$ cat src/rtl/redmule_mem_port_arbiter.sv
// Burst-locking arbiter sharing RedMulE's single memory port among the streamer channels.
// Define REDMULE_ARB_STATS_EN to build the per-channel completed-burst counters.
module redmule_mem_port_arbiter #(
    parameter int unsigned NumReq     = 6,
    parameter int unsigned ZIdx       = 3,
    parameter int unsigned MaxZBursts = 4,
    parameter int unsigned CntW       = 16
) (
    input  logic                      clk_i,
    input  logic                      rst_i,
    input  logic                      clear_i,
    input  logic                      z_priority_i,
    input  logic [NumReq-1:0]         req_i,
    input  logic [NumReq-1:0]         last_i,
    input  logic                      mem_gnt_i,
    output logic                      mem_req_o,
    output logic [$clog2(NumReq)-1:0] sel_o,
    output logic [NumReq-1:0]         gnt_o,
    output logic                      busy_o,
    output logic [NumReq*CntW-1:0]    stat_cnt_o
);

    localparam int unsigned SelW = $clog2(NumReq);
    localparam int unsigned StrW = $clog2(MaxZBursts + 1);

    typedef enum logic {IDLE, LOCKED} state_t;

    state_t            state;
    logic [SelW-1:0]   sel_q;
    logic [SelW-1:0]   rr_ptr;
    logic [StrW-1:0]   z_streak;

    logic              beat_acc;
    logic              burst_done;
    logic              arb_now;
    logic              z_win;
    logic              rr_found;
    logic [SelW-1:0]   rr_win;
    logic [NumReq-1:0] rr_cand;

    assign mem_req_o  = (state == LOCKED) & req_i[sel_q];
    assign beat_acc   = mem_req_o & mem_gnt_i;
    assign burst_done = beat_acc & last_i[sel_q];
    assign arb_now    = (state == IDLE) | burst_done;
    assign busy_o     = (state == LOCKED);
    assign sel_o      = sel_q;

    always_comb begin
        gnt_o        = '0;
        gnt_o[sel_q] = beat_acc;
    end

    // The finishing channel's request covers its own last beat, so it may not re-win
    // through round-robin; a prioritised Z that stays high is taken as chaining its next burst.
    always_comb begin
        rr_cand = req_i;
        if (state == LOCKED) rr_cand[sel_q] = 1'b0;
    end

    assign z_win = z_priority_i & req_i[ZIdx] & (z_streak < StrW'(MaxZBursts));

    // Descending scan so the candidate closest to rr_ptr is the one left standing.
    always_comb begin
        logic [SelW:0] pos;
        rr_found = 1'b0;
        rr_win   = '0;
        pos      = '0;
        for (int k = int'(NumReq) - 1; k >= 0; k--) begin
            pos = {1'b0, rr_ptr} + (SelW+1)'(k);
            if (pos >= (SelW+1)'(NumReq)) pos = pos - (SelW+1)'(NumReq);
            if (rr_cand[pos[SelW-1:0]]) begin
                rr_found = 1'b1;
                rr_win   = pos[SelW-1:0];
            end
        end
    end

    always_ff @(posedge clk_i) begin
        if (rst_i || clear_i) begin
            state    <= IDLE;
            sel_q    <= '0;
            rr_ptr   <= '0;
            z_streak <= '0;
        end else if (arb_now) begin
            if (z_win) begin
                state    <= LOCKED;
                sel_q    <= SelW'(ZIdx);
                z_streak <= z_streak + 1'b1;
            end else if (rr_found) begin
                state    <= LOCKED;
                sel_q    <= rr_win;
                rr_ptr   <= (rr_win == SelW'(NumReq - 1)) ? '0 : rr_win + 1'b1;
                z_streak <= '0;
            end else begin
                state    <= IDLE;
            end
        end
    end

`ifdef REDMULE_ARB_STATS_EN
    logic [CntW-1:0] stat_q [NumReq];

    always_ff @(posedge clk_i) begin
        if (rst_i || clear_i) begin
            for (int c = 0; c < int'(NumReq); c++) stat_q[c] <= '0;
        end else if (burst_done && (stat_q[sel_q] != '1)) begin
            stat_q[sel_q] <= stat_q[sel_q] + 1'b1;
        end
    end

    for (genvar g = 0; g < int'(NumReq); g++) begin : g_stat
        assign stat_cnt_o[g*CntW +: CntW] = stat_q[g];
    end
`else
    assign stat_cnt_o = '0;
`endif

`ifndef SYNTHESIS
    // A locked channel must keep requesting until its last beat is accepted.
    always_ff @(posedge clk_i) begin
        assert (rst_i || clear_i || (state != LOCKED) || req_i[sel_q])
            else $error("request dropped mid-burst by channel %0d", sel_q);
    end
`endif

endmodule
$ cat config.mk
export PLATFORM = sky130hd
export DESIGN_NAME = redmule_mem_port_arbiter
export DESIGN_NICKNAME = d
export VERILOG_FILES = /design/src/rtl/redmule_mem_port_arbiter.sv
export SDC_FILE = /design/constraint.sdc
export NUM_CORES = 1
export LEC_CHECK = 0
export ABC_CLOCK_PERIOD_IN_PS = 3350
export BUFFER_PORTS_ARGS = -buffer_cell sky130_fd_sc_hd__buf_2
export CAP_MARGIN = 10
export CORE_ASPECT_RATIO = 1.4
export CORE_MARGIN = 3
export CORE_UTILIZATION = 40
export CTS_CLUSTER_DIAMETER = 100
export DETAILED_ROUTE_END_ITERATION = 7
export GPL_TIMING_DRIVEN = 0
export PLACE_DENSITY_LB_ADDON = 0.12
export REMOVE_ABC_BUFFERS = 1
export SETUP_SLACK_MARGIN = 0.5
export SLEW_MARGIN = 5
export SYNTH_ARGS = -nofsm -noshare
export SYNTH_HDL_FRONTEND = slang
export SYNTH_SLANG_ARGS = --single-unit
$ cat constraint.sdc
create_clock -name clk_i -period 3.35 [get_ports clk_i]
set_input_delay 0 -clock clk_i [delete_from_list [all_inputs] [get_ports clk_i]]
set_output_delay 0 -clock clk_i [all_outputs]
set_load 0.03 [all_outputs]
# Word-level counts from Yosys, hierarchy flattened
# Index checks and enable logic that the tools add are counted.
# op_classes
magnitude_cmp	15
addsub	13
n_mux	44
bitwise_logic	11
n_reduce_logical	5
n_eq_ne	1
# op_table
op	count
two-way mux 3 bit	17
less-than comparator 3 x 4 -> 1 bit (second input constant)	7
binary-select mux 1 bit (select 3 bit)	8
>= comparator 4 x 3 -> 1 bit (second input constant)	5
subtractor 3 bit (second input constant)	6
two-way mux 1 bit	17
bitwise AND 6 bit	2
adder 3 x 2 -> 4 bit (second input constant)	2
adder 3 x 3 -> 4 bit (second input constant)	2
adder 3 x 1 -> 3 bit (second input constant)	2
two-way mux 6 bit	1
NOT 6 bit	1
bitwise AND 1 bit	5
adder 3 x 1 -> 4 bit (second input constant)	1
demux 1 bit (select 3 bit)	1
== test 3 bit (second input constant)	1
>= comparator 3 x 1 -> 1 bit (second input constant)	1
>= comparator 3 bit (second input constant)	1
less-than comparator 3 bit (second input constant)	1
AND reduction 3 bit	1
NOT 1 bit	2
AND reduction 2 bit	1
nonzero test 2 bit	1
logical AND 1 bit	1
2 further kinds	2
# word_totals
out_inout_bits	107
ff_bits	10
in_bits	17

# Longest topological paths before layout
# logic_depth
word_depth	17
depth_mapped	12
depth_no_buf	10

# Worst setup path after synthesis
# OpenSTA, ideal clock, no wires.
# synth_path
path_kind	reg-to-reg
from	register rr_ptr[0]
to	register rr_ptr[1]
period_less_slack_ps	3163
arrival_ps	3072
setup_time_ps	91
slack_ps	187
stages_incl_launch_ff	13
path_cell_list	dfxtp_1 > buf_4 > inv_1 > ha_1 > clkbuf_1 > o21ba_2 > a22oi_1 > a211oi_1 > a31o_2 > a211o_1 > a31o_1 > or4_1 > a311oi_1
# synth_between
elab_chain_cells	13
elab_cells_between_ends	51
cone_classes	add/sub (12); order compare (6); eq/ne (1); mux (31); reduce/logical (1)
# synth_lines
element	line_no	source
start, declared	30	logic [SelW-1:0] rr_ptr;
start signal, assigned	92	rr_ptr <= (rr_win == SelW'(NumReq - 1)) ? '0 : rr_win + 1'b1;
adder 3 x 3 -> 4 bit	69	pos = {1'b0, rr_ptr} + (SelW+1)'(k);
>= comparator 4 x 3 -> 1 bit or subtractor 3 bit (tied branches)	70	if (pos >= (SelW+1)'(NumReq)) pos = pos - (SelW+1)'(NumReq);
two-way mux 3 bit	70	
binary-select mux 1 bit (select 3 bit)	71	if (rr_cand[pos[SelW-1:0]]) begin
two-way mux 1 bit (implied by the code)	71	
two-way mux 3 bit (6 in series)	71	
adder 3 x 1 -> 3 bit or == test 3 bit (tied branches)	92	
two-way mux 3 bit	92	
# Several ways; a longest one is shown, not always the timed one. The select of a mux whose other input is x is not followed.
# A chain may end at the register's enable or synchronous reset.

# Worst setup path after layout
# Same ends and word-level chain as after synthesis.

==> results.md <==
- CTS sink cnt: 10
- Drt initial violations: 116
- Placed cell area: 0.002130 mm2
- Number of max-cap violations: 0
- Post-synthesis async set-or-reset flop share: 0
- Pleak: 0.001342 uW
- CTS tree: built
- Clk root buf: clkbuf_8
- PortBufs: 27
- DP Wirelength: 4016 um
- Synth Instances: 302
- Router iterations before antenna repair: 4
- FF+latch count, synth: 10
- Most common flop cell mapped by yosys: dfxtp_1
- Worst Setup Start Kind: flip-flop
- Die H: 96.40 um
- Nets: 398
- Design Area, Final: 0.002888 mm2
- Drt wl/cell: 13.73 um
- DRC violations left: 0
- Netlist cell types: 65
- Status: finished, final reports clean
- HP Class: in -> reg
- Register area share after synthesis: 0.08574
- Non-filler instance count after layout: 438
- Layout cell share with drive strength beyond 1: 0.4081
- Slew Limit Fails: 0
- Vias in the first global route: 1713
- Full die area: 0.006803 mm2
- N_diodes: 0
- Final core utilization: 0.5189
- Grt total ovfl: 0
- Cell chain of the critical path: clkinvlp_4 > ha_4 > buf_6 > or4_4 > a21boi_2 > a211o_1 > a21oi_2 > a31o_1 > or4_4 > a311oi_2
- Setup CP Type: reg -> reg
- CTS max path bufs: 2
- # IOs: 124
- Core box area: 0.005565 mm2
- Critical Path Fanout Max: 6
- Vias/cell: 4.916
- Placed cell count: 385
- Commonest cells after routing, fill and taps aside: conb_1, buf_4, buf_2
- Clock latency at the later pin of the worst-skew pair: 0.24 ns
- RSZ-0062 raised after global routing: yes
- Cell Rows: 32
- Most common cell after layout, fill and taps aside: conb_1
- Clock Pin Slew Worst Setup and Hold Paths: 0.05 ns
- Area Overhead vs Synth: 23.69%
- Worst VDD drop: 0.0004360 V
- Filler cells: 557
- Critical path capture point type: flip-flop
- Worst Path Arrival: 3.07 ns
- Final cycle utilization of the critical path: 0.8736
- Vias: 2153
- Synth warnings: 0
- # H-tree levels: 1
- CP Data Required Time: 3.50 ns
- Power per Cell Area: 734.5 mW/mm2
- Final hold vios: 0
- Syn Std Cell Area: 0.002335 mm2
- Slowest stage delay, CP: 0.50 ns
- Setup violators final: 0
- Synth Area per Inst: 7.731 um2
- DRT antenna net count: 0
- Most numerous cell on the critical path: or4_4
- Final worst clock skew: 0.002625 ns
- Hold buffers post-CTS: 0
- Global-route wire length before repair: 7969 um
- Setup_tns: 0 ns
- Critical-path top delay cell: or4_4
- Routability cong.: 0.7656
- Die boundary width: 70.57 um
- Post-synth EDFFs: 0
- Largest net degree at the start of global routing: 17
- WL final: 6015 um
- Tot GR Track Use: 0.1426
- Period minus WS final: 2.927 ns
- Initial antenna violation count: 0
- Initial Utilization: 0.4195
- Peak Freq: 341.7 MHz
- CTS Buf Count: 3
==> per-stage QoR <==
step | setup slack (ns) | hold WS, ns | total power (uW)
after floorplan | -0.1431 | 0.2358 | 1067
after global placement | -0.8510 | 0.4099 | 1275
after detailed placement | -0.8450 | 0.4217 | 1280
after CTS | 0.3753 | 0.1682 | 1658
after global routing | 0.2884 | 0.1933 | 2263
final | 0.4234 | 0.1569 | 2121
==> routing by layer <==
metal	track usage	vias to the layer above	share of wire
met4	0.05172	0	0.018
met2	0.2609	90	0.55
met1	0.1746	1027	0.38
met3	0.01139	13	0.059
met5	0	-	0
li1	-	1023	-
==> critical path: cells and delay by family, from the launching register on <==
family | cells | cell delay [ns]
adders and majority gates | 1 | 0.30
and+or+nand+nor | 2 | 0.98
DFF | 1 | 0.37
AOI/OAI and AO/OA | 5 | 0.91
buffers and inverters | 2 | 0.26
==> registers in the layout (all words and copies together) (netlist names) <==
| name | cells |
|---|---|
| z_streak | 3 |
| rr_ptr | 3 |
| busy_o | 1 |
| sel_o | 3 |
==> where the power goes <==
group | total [uW] | internal (uW) | switching [uW]
sequential | 193 | 146 | 47.5
combinational | 1770 | 823 | 949
clock | 156 | 104 | 51.9
==> final cells by class <==
type / instances / area (um2) / share of cell area
repair buffers: 76 / 521.8 / 0.1807
flip-flops and latches: 10 / 221.5 / 0.07669
well taps: 68 / 85.08 / 0.02946
multi-input cells: 271 / 1959 / 0.6785
inverters: 9 / 45.04 / 0.01560
clock buffers: 4 / 55.05 / 0.01906
==> Yosys cell counts (all sizes together), types with 6 or more instances <==
master | count | area share
nand2b | 8 | 0.021
a21oi | 14 | 0.030
nor3 | 9 | 0.019
nor2 | 13 | 0.021
ha | 10 | 0.054
nand2 | 7 | 0.011
inv | 9 | 0.014
nand3 | 10 | 0.021
a22oi | 6 | 0.019
dfxtp | 10 | 0.086
buf | 105 | 0.33
o21ai | 9 | 0.019
==> final timing paths <==
kind	from	endpoint	slack, ns	depth (start not counted)
worst max register to register	rr_ptr[0]	rr_ptr[1]	0.42	10
worst min register to register	z_streak[1]	z_streak[1]	0.51	2
worst max-delay path	rr_ptr[0]	rr_ptr[1]	0.42	10
worst min-delay path	rst_i	rr_ptr[1]	0.16	3
==> kinds of logic after synthesis <==
kind of cell,count (synthesis),synth area share
AOI/OAI and AO/OA,72,0.2374
xor gates and xnor gates,6,0.02251
DFF,10,0.08574
muxes,5,0.03269
and+or+nand+nor,82,0.2170
other,1,0.001606
buffers and inverters,116,0.3494
adders and majority gates,10,0.05359
==> repair_timing <==
action	in CTS	in global routing
pin swaps	7	35
setup buffers	18	31
gates resized for setup	31	48
setup endpoints to repair	10	9
Power figures use the tool's default switching activity.
